File: config.mk
export PLATFORM = sky130hd
export DESIGN_NAME = resnet_tile_sched
export DESIGN_NICKNAME = d
export VERILOG_FILES = /design/src/rtl/resnet_tile_sched.sv
export SDC_FILE = /design/constraint.sdc
export NUM_CORES = 1
export LEC_CHECK = 0
export BUFFER_PORTS_ARGS = -buffer_cell sky130_fd_sc_hd__buf_2
export CAP_MARGIN = 15
export CORE_AREA = 4 4 157 159
export CTS_BUF_LIST = sky130_fd_sc_hd__clkbuf_16
export CTS_CLUSTER_SIZE = 28
export DETAILED_ROUTE_END_ITERATION = 8
export DIE_AREA = 0 0 161 163
export RECOVER_POWER = 25
export SYNTH_ARGS = -nofsm -noshare
export SYNTH_HDL_FRONTEND = slang
export SYNTH_SLANG_ARGS = --single-unit
File: constraint.sdc
create_clock -name clk -period 5 [get_ports clk]
set_clock_uncertainty 0.2 [all_clocks]
set_input_delay 1 -clock clk [delete_from_list [all_inputs] [get_ports clk]]
set_output_delay 1 -clock clk [all_outputs]
set_load 0.005 [all_outputs]
File: src/rtl/resnet_tile_sched.sv
`default_nettype none
// ============================================================================
// resnet_tile_sched : per-tile ACT load, core kick, OP-row residual/ReLU pass
// Revision 1.0
// ============================================================================
module resnet_tile_sched #(
    parameter int NUM_TILES = 64,
    parameter int ACT_WORDS = 36,
    parameter int OP_ROWS   = 16,
    parameter int LANES     = 8,
    parameter int SRC_AW    = 12,
    parameter int RES_AW    = 10,
    parameter int TIMEOUT   = 4096
) (
    input  logic              clk,
    input  logic              reset,
    input  logic              run,
    output logic              busy,
    output logic              done,
    output logic              err,
    output logic [5:0]        tile_idx,
    output logic [SRC_AW-1:0] src_addr,
    input  logic [31:0]       src_q,
    output logic [RES_AW-1:0] res_addr,
    input  logic [31:0]       res_q,
    output logic              act_cen,
    output logic              act_wen,
    output logic [6:0]        act_addr,
    output logic [31:0]       act_d,
    output logic              seq_begin,
    input  logic              seq_done,
    output logic              cl_sel,
    output logic              op_cen,
    output logic              op_wen,
    output logic [3:0]        op_addr,
    output logic [127:0]      op_d,
    input  logic [127:0]      op_q
);

    localparam int WCW = $clog2(ACT_WORDS + 1);
    localparam int RCW = (OP_ROWS > 1) ? $clog2(OP_ROWS) : 1;
    localparam int TCW = $clog2(TIMEOUT + 1);

    localparam logic [WCW-1:0] LAST_WORD  = WCW'(ACT_WORDS);
    localparam logic [RCW-1:0] LAST_ROW   = RCW'(OP_ROWS - 1);
    localparam logic [TCW-1:0] LAST_TICK  = TCW'(TIMEOUT - 1);
    localparam logic [5:0]     LAST_TILE  = 6'(NUM_TILES - 1);

    typedef enum logic [2:0] {
        IDLE = 3'd0,
        LOAD = 3'd1,
        KICK = 3'd2,
        WAIT = 3'd3,
        PRD  = 3'd4,
        PWR  = 3'd5,
        NEXT = 3'd6,
        FIN  = 3'd7
    } state_t;

    state_t           state, state_next;
    logic [WCW-1:0]   word_cnt;
    logic [RCW-1:0]   row;
    logic [TCW-1:0]   timer;
    logic [SRC_AW-1:0] src_base;
    logic [RES_AW-1:0] res_base;
    logic [16*LANES-1:0] post_row;

    assign src_base = SRC_AW'(tile_idx) * SRC_AW'(ACT_WORDS);
    assign res_base = RES_AW'(tile_idx) * RES_AW'(OP_ROWS);

    // 17-bit sum cannot overflow: sign bit -> clamp to 0, bit 15 set -> clamp high.
    for (genvar n = 0; n < LANES; n++) begin : g_lane
        logic [16:0] sum;
        assign sum = {op_q[16*n+15], op_q[16*n +: 16]} + {13'd0, res_q[4*n +: 4]};
        assign post_row[16*n +: 16] = sum[16] ? 16'h0000 :
                                      (sum[15] ? 16'h7FFF : sum[15:0]);
    end

    always_ff @(posedge clk) begin
        if (reset) begin
            state    <= IDLE;
            tile_idx <= 6'd0;
            word_cnt <= '0;
            row      <= '0;
            timer    <= '0;
            err      <= 1'b0;
        end else begin
            state <= state_next;
            case (state)
                IDLE: if (run) begin
                    err      <= 1'b0;
                    tile_idx <= 6'd0;
                    word_cnt <= '0;
                    row      <= '0;
                    timer    <= '0;
                end
                LOAD: word_cnt <= (word_cnt == LAST_WORD) ? '0 : word_cnt + WCW'(1);
                KICK: timer <= '0;
                WAIT: begin
                    timer <= timer + TCW'(1);
                    row   <= '0;
                    if (!seq_done && timer == LAST_TICK) err <= 1'b1;
                end
                PWR:  row <= (row == LAST_ROW) ? '0 : row + RCW'(1);
                NEXT: if (tile_idx != LAST_TILE) tile_idx <= tile_idx + 6'd1;
                default: ;
            endcase
        end
    end

    always_comb begin
        state_next = state;
        cl_sel     = 1'b1;
        seq_begin  = 1'b0;
        src_addr   = '0;
        res_addr   = '0;
        act_cen    = 1'b1;
        act_wen    = 1'b1;
        act_addr   = 7'd0;
        act_d      = 32'd0;
        op_cen     = 1'b1;
        op_wen     = 1'b1;
        op_addr    = 4'd0;
        op_d       = 128'd0;
        case (state)
            IDLE: if (run) state_next = LOAD;
            LOAD: begin
                if (word_cnt != LAST_WORD) src_addr = src_base + SRC_AW'(word_cnt);
                // Write lags the read address by one cycle to meet src_q latency.
                if (word_cnt != '0) begin
                    act_cen  = 1'b0;
                    act_wen  = 1'b0;
                    act_addr = 7'(word_cnt - WCW'(1));
                    act_d    = src_q;
                end
                if (word_cnt == LAST_WORD) state_next = KICK;
            end
            KICK: begin
                cl_sel     = 1'b0;
                seq_begin  = 1'b1;
                state_next = WAIT;
            end
            WAIT: begin
                cl_sel = 1'b0;
                if (seq_done)                state_next = PRD;
                else if (timer == LAST_TICK) state_next = FIN;
            end
            PRD: begin
                op_cen     = 1'b0;
                op_addr    = 4'(row);
                res_addr   = res_base + RES_AW'(row);
                state_next = PWR;
            end
            PWR: begin
                op_cen     = 1'b0;
                op_wen     = 1'b0;
                op_addr    = 4'(row);
                op_d       = 128'(post_row);
                res_addr   = res_base + RES_AW'(row);
                state_next = (row == LAST_ROW) ? NEXT : PRD;
            end
            NEXT: state_next = (tile_idx == LAST_TILE) ? FIN : LOAD;
            FIN:  state_next = IDLE;
            default: state_next = IDLE;
        endcase
    end

    assign busy = (state != IDLE) && (state != FIN);
    assign done = (state == FIN);

endmodule
`default_nettype wire
==> results.py, run 1 <==
metrics = {
    "synth": {
        "yosysUniqueCellTypes": 65,
        "syn-instance-count": 941,
        "avgSynthCellArea_um2": 6.89,
        "syn_area_um2": 6490,
        "postSynth.topFlopCell": "dfxtp_1",
        "synth-seq-area-share_pct": 10.2,
        "postSynth.asyncResetShare_pct": 0,
        "synth-edff-count": 0,
        "ff_latch_count_synth": 33,
        "yosysWarningCount": 0,
    },
    "sta": {
        "final-max-slew-violation-count": 0,
        "fin_tns_setup_ns": 0,
        "timing.slew.headroom_pct": 22.3,
        "grt_setup_unrepaired": "false",
        "fmax_mhz": 225,
        "setup_viol": 0,
        "worstMarginPinSlew_ns": 1.14,
        "share_of_the_clock_period_used_by_the_worst_path_after_layout_pct": 89.1,
        "period_needed_ns": 4.45,
        "hold_violations_final": 0,
    },
    "global_route": {
        "grt_first_pass_wirelength_mm": 41.6,
        "grt_max_degree": 34,
        "grt_use_total_pct": 19.4,
        "grt_pass1_vias": 7647,
        "antenna_found_initial": 5,
        "overflow": 0,
    },
    "clock_network": {
        "tritoncts": "done",
        "clock_sinks": 33,
        "clkLatencyLatePin_ns": 0.28,
        "clk_pin_slew_ns": 0.05,
        "hold_buffers": 0,
        "h-tree-depth": 2,
        "clockRootBuffer": "clkbuf_16",
        "tritoncts.num_buffers": 5,
        "cts_resized": 0,
        "post_cts_buffers": 0,
        "clock_tree.buffer_depth": 2,
    },
    "final_layout": {
        "layout_common_cells": "379 x buf_2, 146 x a21oi_1, 94 x xor2_1, 81 x nor2_1, 55 x inv_1",
        "count_of_non_filler_cells_in_the_finished_layout": 1642,
        "area_growth_syn_to_layout_pct": 37.3,
        "drive_above_1_share_pct": 31.1,
        "filler_cell_count": 2526,
        "most_common_cell_after_layout_fill_and_taps_aside": "buf_2",
        "num-nets-final": 1569,
    },
    "route": {
        "postRouteWirelength_mm": 27.5,
        "routed-via-count": 8348,
        "detail_route.drc_violations": 0,
        "routed_wire_length_per_instance_um": 16.7,
        "dr.first_iter.drc_count": 501,
        "drt.antenna.violating_nets": 0,
        "detail_route.first_pass.iterations": 5,
        "ratio_of_routed_vias_to_standard_cells": 5.08,
    },
    "critical_path": {
        "worst-endpoint-arrival_ns": 3.25,
        "worst-setup-path-type": "primary input to output pin",
        "critical_path.reg2reg.startpoint": "state[0]",
        "start_kind": "primary input",
        "critical_path.startpoint": "res_q[24]",
        "cp.required_ns": 3.80,
        "cp_max_fo": 14,
        "regToRegSetupSlack_ns": 2.11,
        "endpoint_kind": "output pin",
    },
    "floorplan": {
        "placeable_core_region_um2": 23300,
        "placementRows": 56,
        "fp.dieArea_um2": 26200,
        "initial_core_utilization_pct": 27.9,
        "num_ports": 404,
        "die_w_um": 161,
        "die_height_um": 163,
    },
    "power": {
        "power.ir.vdd_worst_mv": 0.125,
        "power.density_cell_area_nw_per_um2": 131,
        "cellLeakagePower_nw": 4.50,
    },
    "min_path": {
        "hold_class": "flop to flop",
        "hp-start": "timer[10]",
    },
    "placed_design": {
        "dp_hpwl_mm": 23.3,
        "gpl.final_weighted_congestion": 0.961,
        "dpl.cell_count": 1627,
        "buffer_ports.inserted": 394,
    },
    "status": {
        "outcome": "complete, no violations",
    },
    "flow_run": {
        "max_cap_violations": 0,
    },
}
[logic make-up (layout without fill, tap and decap cells)]
group / Yosys count / after routing / synth area share, %
AND/OR/NAND/NOR: 356 / 356 / 28.6
XOR/XNOR: 125 / 125 / 16.9
multiplexers: 4 / 4 / 0.617
adder cells (fa/ha/maj): 57 / 57 / 12.2
AO/OA/AOI/OAI: 257 / 257 / 24.2
other: 1 / 15 / 0.0578
buffers and inverters: 108 / 476 / 7.33
flip-flops: 33 / 33 / 10.2
[critical path, stage by stage]
cell and delay [ns]:
buf_2 0.08, ha_1 0.26, inv_1 0.08, fa_1 0.40, nor2b_1 0.16, o31a_1 0.29
nand3_1 0.14, a21o_1 0.43, a21oi_1 0.25, buf_2 0.14
[Yosys cell counts, types with 6 or more instances]
library cell | number | share of area, %
nor2_1 | 81 | 4.7
or3_1 | 6 | 0.58
o31a_1 | 7 | 0.95
nor2b_1 | 14 | 1.3
fa_1 | 10 | 3.1
xnor2_1 | 31 | 4.2
buf_2 | 7 | 0.54
o21ai_0 | 20 | 1.5
and3_1 | 26 | 2.5
nor3_1 | 12 | 0.93
ha_1 | 47 | 9.1
nand4_1 | 30 | 2.9
clkbuf_1 | 29 | 1.7
a21o_1 | 20 | 2.3
inv_1 | 54 | 3.1
a21oi_1 | 146 | 11
xor2_1 | 94 | 13
dfxtp_1 | 33 | 10
nand3_1 | 52 | 4.0
nand2b_1 | 6 | 0.58
nand2_1 | 53 | 3.1
buf_4 | 14 | 1.6
o21a_1 | 8 | 0.93
and2_1 | 48 | 4.6
a211oi_1 | 7 | 0.81
[metrics by stage]
step	utilization, %	power, mW	worst slack [ns]	cell area (um2)	hold WS [ns]
global placement	37.7	0.831	0.596	8760	0.268
detailed placement	37.7	0.834	0.564	8760	0.286
global route	38.3	1.25	0.429	8900	0.333
floorplan	-	0.606	0.952	6520	0.252
finish	38.3	1.17	0.546	8900	0.295
CTS	38.3	1.18	0.534	8920	0.297
[per-layer routing]
layer  vias up  wire length, um  global-route usage (%)
li1       4072                -                       -
met1      3860            12100                    25.8
met2       380            13000                    33.6
met3        36             1880                    2.73
met4         0              534                    4.07
met5         -                0                       0
[path summary, 6_finish.rpt]
path         cells after the start           to
max                             10    op_d[102]
min                              2    timer[10]
max reg2reg                      5  word_cnt[4]
min reg2reg                      2    timer[10]
[power breakdown]
| group | internal, mW | total, mW | switching, mW |
|---|---|---|---|
| clock | 0.231 | 0.341 | 0.110 |
| sequential | 0.271 | 0.284 | 0.0125 |
| combinational | 0.230 | 0.546 | 0.316 |
[state kept, by name, summed over array words and instances (netlist names)]
signal / count
word_cnt: 6
err: 1
row: 4
timer: 13
tile_idx: 6
state: 3
[layout make-up]
class,count,area [um2],area share [%]
Sequential cell,33,661,7.42
Tap cell,319,399,4.48
Multi-Input combinational cell,808,5370,60.3
Inverter,55,206,2.32
Clock buffer,5,125,1.41
Timing Repair Buffer,413,2090,23.5
Clock inverter,3,37.5,0.422
Antenna cell,6,15.0,0.169
No activity file was read; power rests on OpenSTA's default activity.
==> run 2, diff against run 1 <==
==> constraint.sdc (replaced) <==
create_clock -name clk -period 4.9 [get_ports clk]
set_clock_uncertainty 0.2 [all_clocks]
set_input_delay 0.98 -clock clk [delete_from_list [all_inputs] [get_ports clk]]
set_output_delay 0.98 -clock clk [all_outputs]
set_load 0.005 [all_outputs]
==> results.py, run 2 (same netlist as run 1, synthesis figures left out) <==
metrics = {
    "final_layout": {
        "area_growth_syn_to_layout_pct": 37.5,
        "regMostFlops": "timer",
        "drive_above_1_share_pct": 31.3,
        "final_core_util_pct": 38.4,
        "biggestRegsByFlops": "timer x13, tile_idx x6, word_cnt x6",
        "largest_register_ffs": 13,
        "layout_common_cells": "378 x buf_2, 146 x a21oi_1, 94 x xor2_1, 81 x nor2_1, 54 x inv_1",
        "stdcell_area_um2": 8920,
        "num-nets-final": 1570,
        "most_common_cell_after_layout_fill_and_taps_aside": "buf_2",
    },
    "critical_path": {
        "cp_max_fo": 15,
        "worst-endpoint-arrival_ns": 3.28,
        "cp.required_ns": 3.72,
        "worst-setup-path-type": "primary input to output pin",
        "endpoint_kind": "output pin",
        "start_kind": "primary input",
    },
    "clock_network": {
        "cts_resized": 0,
        "hold_buffers": 0,
        "post_cts_buffers": 0,
        "clk_pin_slew_ns": 0.05,
        "clock_sinks": 33,
        "clockRootBuffer": "clkbuf_16",
        "clkLatencyLatePin_ns": 0.28,
        "tritoncts": "done",
        "h-tree-depth": 2,
        "clock_tree.buffer_depth": 2,
        "tritoncts.num_buffers": 5,
    },
    "sta": {
        "fin_tns_setup_ns": 0,
        "final-max-slew-violation-count": 0,
        "setup_viol": 0,
        "hold_violations_final": 0,
        "setup_ws_ns": 0.443,
        "share_of_the_clock_period_used_by_the_worst_path_after_layout_pct": 91.0,
        "grt_setup_unrepaired": "false",
        "period_needed_ns": 4.46,
        "timing.slew.headroom_pct": 20.5,
        "fmax_mhz": 224,
        "worstMarginPinSlew_ns": 1.19,
    },
    "power": {
        "power.clock.fraction_pct": 29.3,
        "comb_power_share_pct": 46.6,
        "p_int_mw": 0.749,
        "totalPowerFinal_mw": 1.20,
        "power.ir.vdd_worst_mv": 0.126,
        "power.density_cell_area_nw_per_um2": 135,
        "switching_share_pct": 37.7,
        "p_sw_mw": 0.452,
        "fraction_of_power_consumed_by_sequential_logic_pct": 24.1,
        "cellLeakagePower_nw": 4.50,
    },
    "global_route": {
        "antenna_found_initial": 7,
        "grt_use_total_pct": 19.4,
        "grt_first_pass_wirelength_mm": 41.7,
        "overflow": 0,
        "grt_max_degree": 34,
        "grt_pass1_vias": 7737,
    },
    "route": {
        "detail_route.first_pass.iterations": 5,
        "routed_wire_length_per_instance_um": 16.7,
        "ratio_of_routed_vias_to_standard_cells": 5.07,
        "postRouteWirelength_mm": 27.5,
        "dr.first_iter.drc_count": 522,
        "drt.antenna.violating_nets": 0,
        "routed-via-count": 8336,
        "detail_route.drc_violations": 0,
    },
    "floorplan": {
        "fp.dieArea_um2": 26200,
        "placementRows": 56,
        "num_ports": 404,
        "die_w_um": 161,
        "die_height_um": 163,
        "initial_core_utilization_pct": 27.9,
        "placeable_core_region_um2": 23300,
    },
    "placed_design": {
        "placement.setup.worst_slack_ns": 0.477,
        "buffer_ports.inserted": 394,
        "gpl.final_weighted_congestion": 0.955,
        "detailed_place.area_um2": 8770,
        "dp_hpwl_mm": 23.4,
    },
    "min_path": {
        "hold_class": "flop to flop",
    },
    "status": {
        "outcome": "complete, no violations",
    },
    "flow_run": {
        "max_cap_violations": 0,
    },
}
run 2: changes by cell type in the layout (fill, tap and decap cells not counted), sizes merged:
cell | previous run | this run
inv | 55 | 54
clkinvlp | 0 | 1
clkbuf | 22 | 23
diode | 6 | 8
run 2: cell type report:
cell class | instances | area, um2
Fill cell | 2566 | 14300
Multi-Input combinational cell | 808 | 5370
Timing Repair Buffer | 414 | 2100
Sequential cell | 33 | 661
Tap cell | 319 | 399
Inverter | 55 | 206
Clock buffer | 5 | 125
Clock inverter | 3 | 41.3
Antenna cell | 8 | 20.0
run 2: metrics by stage:
| stage | hold WS (ns) | std cells |
|---|---|---|
| 2_1_floorplan | 0.252 | 949 |
| 6_report | 0.292 | 1645 |
| 4_1_cts | 0.295 | 1637 |
| 5_1_grt | 0.342 | 1644 |
| 3_5_place_dp | 0.279 | 1629 |
| 3_3_place_gp | 0.267 | 1629 |
run 2: final timing paths:
kind         slack, ns  cells past startpoint           to       from
min reg2reg       0.29                      2    timer[10]  timer[10]
min               0.29                      2    timer[10]  timer[10]
max               0.44                      8     op_d[43]  res_q[11]
max reg2reg       1.92                      5  word_cnt[4]   state[0]
run 2: routing by layer:
metal  share of wire, %  global-route usage, %
met1                 43                   24.7
met2                 46                   32.9
met3                7.4                   4.02
met4                3.2                   6.32
met5                  0                      0
run 2: worst max-delay path: stages:
cell	delay (ns)
buf_2	0.10
ha_1	0.41
nand3_1	0.11
o22ai_1	0.22
nand4_1	0.13
xor2_1	0.94
a21oi_1	0.18
buf_2	0.21
run 2: power by group through the flow:
stage | sequential (mW) | clock (mW) | combinational (mW)
after global routing | 0.291 | 0.372 | 0.620
after global placement | 0.295 | 0 | 0.555
final | 0.290 | 0.352 | 0.560
after CTS | 0.289 | 0.359 | 0.562
after detailed placement | 0.295 | 0 | 0.559
after floorplan | 0.290 | 0 | 0.329
==> run 3, diff against run 2 <==
--- a/config.mk
+++ b/config.mk
@@ -7,11 +7,11 @@
 export LEC_CHECK = 0
 export BUFFER_PORTS_ARGS = -buffer_cell sky130_fd_sc_hd__buf_2
 export CAP_MARGIN = 15
-export CORE_AREA = 4 4 157 159
+export CORE_AREA = 2 2 155 157
 export CTS_BUF_LIST = sky130_fd_sc_hd__clkbuf_16
 export CTS_CLUSTER_SIZE = 28
 export DETAILED_ROUTE_END_ITERATION = 8
-export DIE_AREA = 0 0 161 163
+export DIE_AREA = 0 0 157 159
 export RECOVER_POWER = 25
 export SYNTH_ARGS = -nofsm -noshare
 export SYNTH_HDL_FRONTEND = slang
==> results.py, run 3 (same netlist as run 1, synthesis figures left out) <==
metrics = {
    "clock_network": {
        "clock_tree.buffer_depth": 2,
        "post_cts_buffers": 0,
        "clk_pin_slew_ns": 0.05,
        "cts_resized": 0,
        "clock_sinks": 33,
        "hold_buffers": 0,
        "clockRootBuffer": "clkbuf_16",
        "h-tree-depth": 2,
        "clkLatencyLatePin_ns": 0.27,
        "tritoncts": "done",
        "tritoncts.num_buffers": 5,
    },
    "critical_path": {
        "regToRegSetupSlack_ns": 2.12,
        "rr_endpoint": "word_cnt[4]",
        "cp.required_ns": 3.72,
        "worst-endpoint-arrival_ns": 3.27,
        "critical_path.top_delay_family": "XOR/XNOR gates",
        "critical_path.startpoint": "res_q[27]",
        "critPathBufInv": 3,
        "worst-setup-path-type": "primary input to output pin",
        "endpoint_kind": "output pin",
        "start_kind": "primary input",
        "cp.depth": 9,
        "critical_path.reg2reg.startpoint": "state[0]",
        "timing.critical_path.mode_cell": "buf_2",
        "timing.reg2reg.worst_path_depth": 6,
        "worst_path_largest_cell_delay_ns": 0.86,
        "crit_path_top_delay_cell": "xor2_1",
        "cp-endpoint": "op_d[109]",
        "crit_chain": "buf_2 > ha_1 > a21o_1 > o2bb2ai_1 > buf_4 > nand3_1 > xor2_1 > a21oi_1 > buf_2",
        "cp_max_fo": 14,
    },
    "sta": {
        "final-max-slew-violation-count": 0,
        "grt_setup_unrepaired": "false",
        "timing.slew.headroom_pct": 0.934,
        "fin_tns_setup_ns": 0,
        "hold_violations_final": 0,
        "fmax_mhz": 225,
        "share_of_the_clock_period_used_by_the_worst_path_after_layout_pct": 90.8,
        "period_needed_ns": 4.45,
        "worstMarginPinSlew_ns": 1.47,
        "setup_ws_ns": 0.452,
        "setup_viol": 0,
    },
    "route": {
        "ratio_of_routed_vias_to_standard_cells": 5.02,
        "postRouteWirelength_mm": 26.1,
        "drt.antenna.violating_nets": 0,
        "routedLengthMet1_mm": 10.8,
        "top_layer": "met4",
        "route.met2.wl_mm": 12.5,
        "detail_route.first_pass.iterations": 5,
        "routed_wire_length_per_instance_um": 15.9,
        "routed-via-count": 8226,
        "met3_wirelength_mm": 2.02,
        "detail_route.drc_violations": 0,
        "dr.first_iter.drc_count": 472,
    },
    "global_route": {
        "antenna_found_initial": 4,
        "overflow": 0,
        "grt_use_total_pct": 19.6,
        "grt_pass1_vias": 7512,
        "grt_first_pass_wirelength_mm": 39.7,
        "grt_max_degree": 34,
    },
    "final_layout": {
        "regMostFlops": "timer",
        "stdcell_area_um2": 8910,
        "drive_above_1_share_pct": 31.5,
        "most_common_cell_after_layout_fill_and_taps_aside": "buf_2",
        "biggestRegsByFlops": "timer x13, tile_idx x6, word_cnt x6",
        "area_growth_syn_to_layout_pct": 37.3,
        "largest_register_ffs": 13,
        "layout_common_cells": "383 x buf_2, 145 x a21oi_1, 94 x xor2_1, 81 x nor2_1, 55 x inv_1",
        "final_core_util_pct": 38.4,
        "num-nets-final": 1569,
    },
    "placed_design": {
        "buffer_ports.inserted": 394,
        "placement.setup.worst_slack_ns": 0.481,
        "dp_hpwl_mm": 22.3,
        "gpl.final_weighted_congestion": 0.995,
        "detailed_place.area_um2": 8770,
    },
    "status": {
        "failed_checks": "capacitance limit",
        "outcome": "finished with violations",
    },
    "floorplan": {
        "num_ports": 404,
        "die_w_um": 157,
        "placementRows": 56,
        "initial_core_utilization_pct": 28.0,
        "fp.dieArea_um2": 25000,
        "placeable_core_region_um2": 23200,
        "die_height_um": 159,
    },
    "min_path": {
        "hold_class": "flop to flop",
    },
    "flow_run": {
        "max_cap_violations": 1,
    },
    "power": {
        "cellLeakagePower_nw": 4.52,
        "power.density_cell_area_nw_per_um2": 133,
        "power.ir.vdd_worst_mv": 0.117,
    },
}
[run 3: final cells by class]
type	count	area, um2
repair buffers	413	2090
diodes	4	10.0
clock buffers	5	125
clock inverters	3	37.5
flip-flops and latches	33	661
fillers	2496	14300
well taps	319	399
multi-input cells	808	5380
inverters	55	206
[run 3: power by group]
part           switching, mW  internal [mW]  total, mW
combinational          0.317          0.235      0.552
clock                  0.105          0.236      0.341
sequential            0.0136          0.277      0.290
[run 3: per-stage QoR]
stage / cells / power, mW / hold slack (ns)
CTS: 1636 / 1.19 / 0.288
global route: 1640 / 1.27 / 0.312
finish: 1640 / 1.18 / 0.289
detailed placement: 1628 / 0.850 / 0.275
floorplan: 949 / 0.619 / 0.252
global placement: 1628 / 0.845 / 0.265
[run 3: routing by layer]
metal | vias to the layer above | track usage (%)
met4 | 0 | 5.42
li1 | 4079 | -
met5 | - | 0
met2 | 378 | 34.5
met1 | 3723 | 24.1
met3 | 46 | 3.70
[run 3: worst min path at each step]
stage | start | to | cells after the start
after global routing | err | err | 2
after CTS | err | err | 2
after detailed placement | err | err | 2
after floorplan | row[3] | row[3] | 1
final | err | err | 2
after global placement | timer[10] | timer[10] | 2
[run 3: worst reg2reg max path, delay by kind of cell, from the launching register on]
| kind | cells | cell delay [ns] |
|---|---|---|
| AOI/OAI and AO/OA | 2 | 0.46 |
| buffers and inverters | 2 | 0.99 |
| DFF | 1 | 0.37 |
| and+or+nand+nor | 2 | 0.67 |
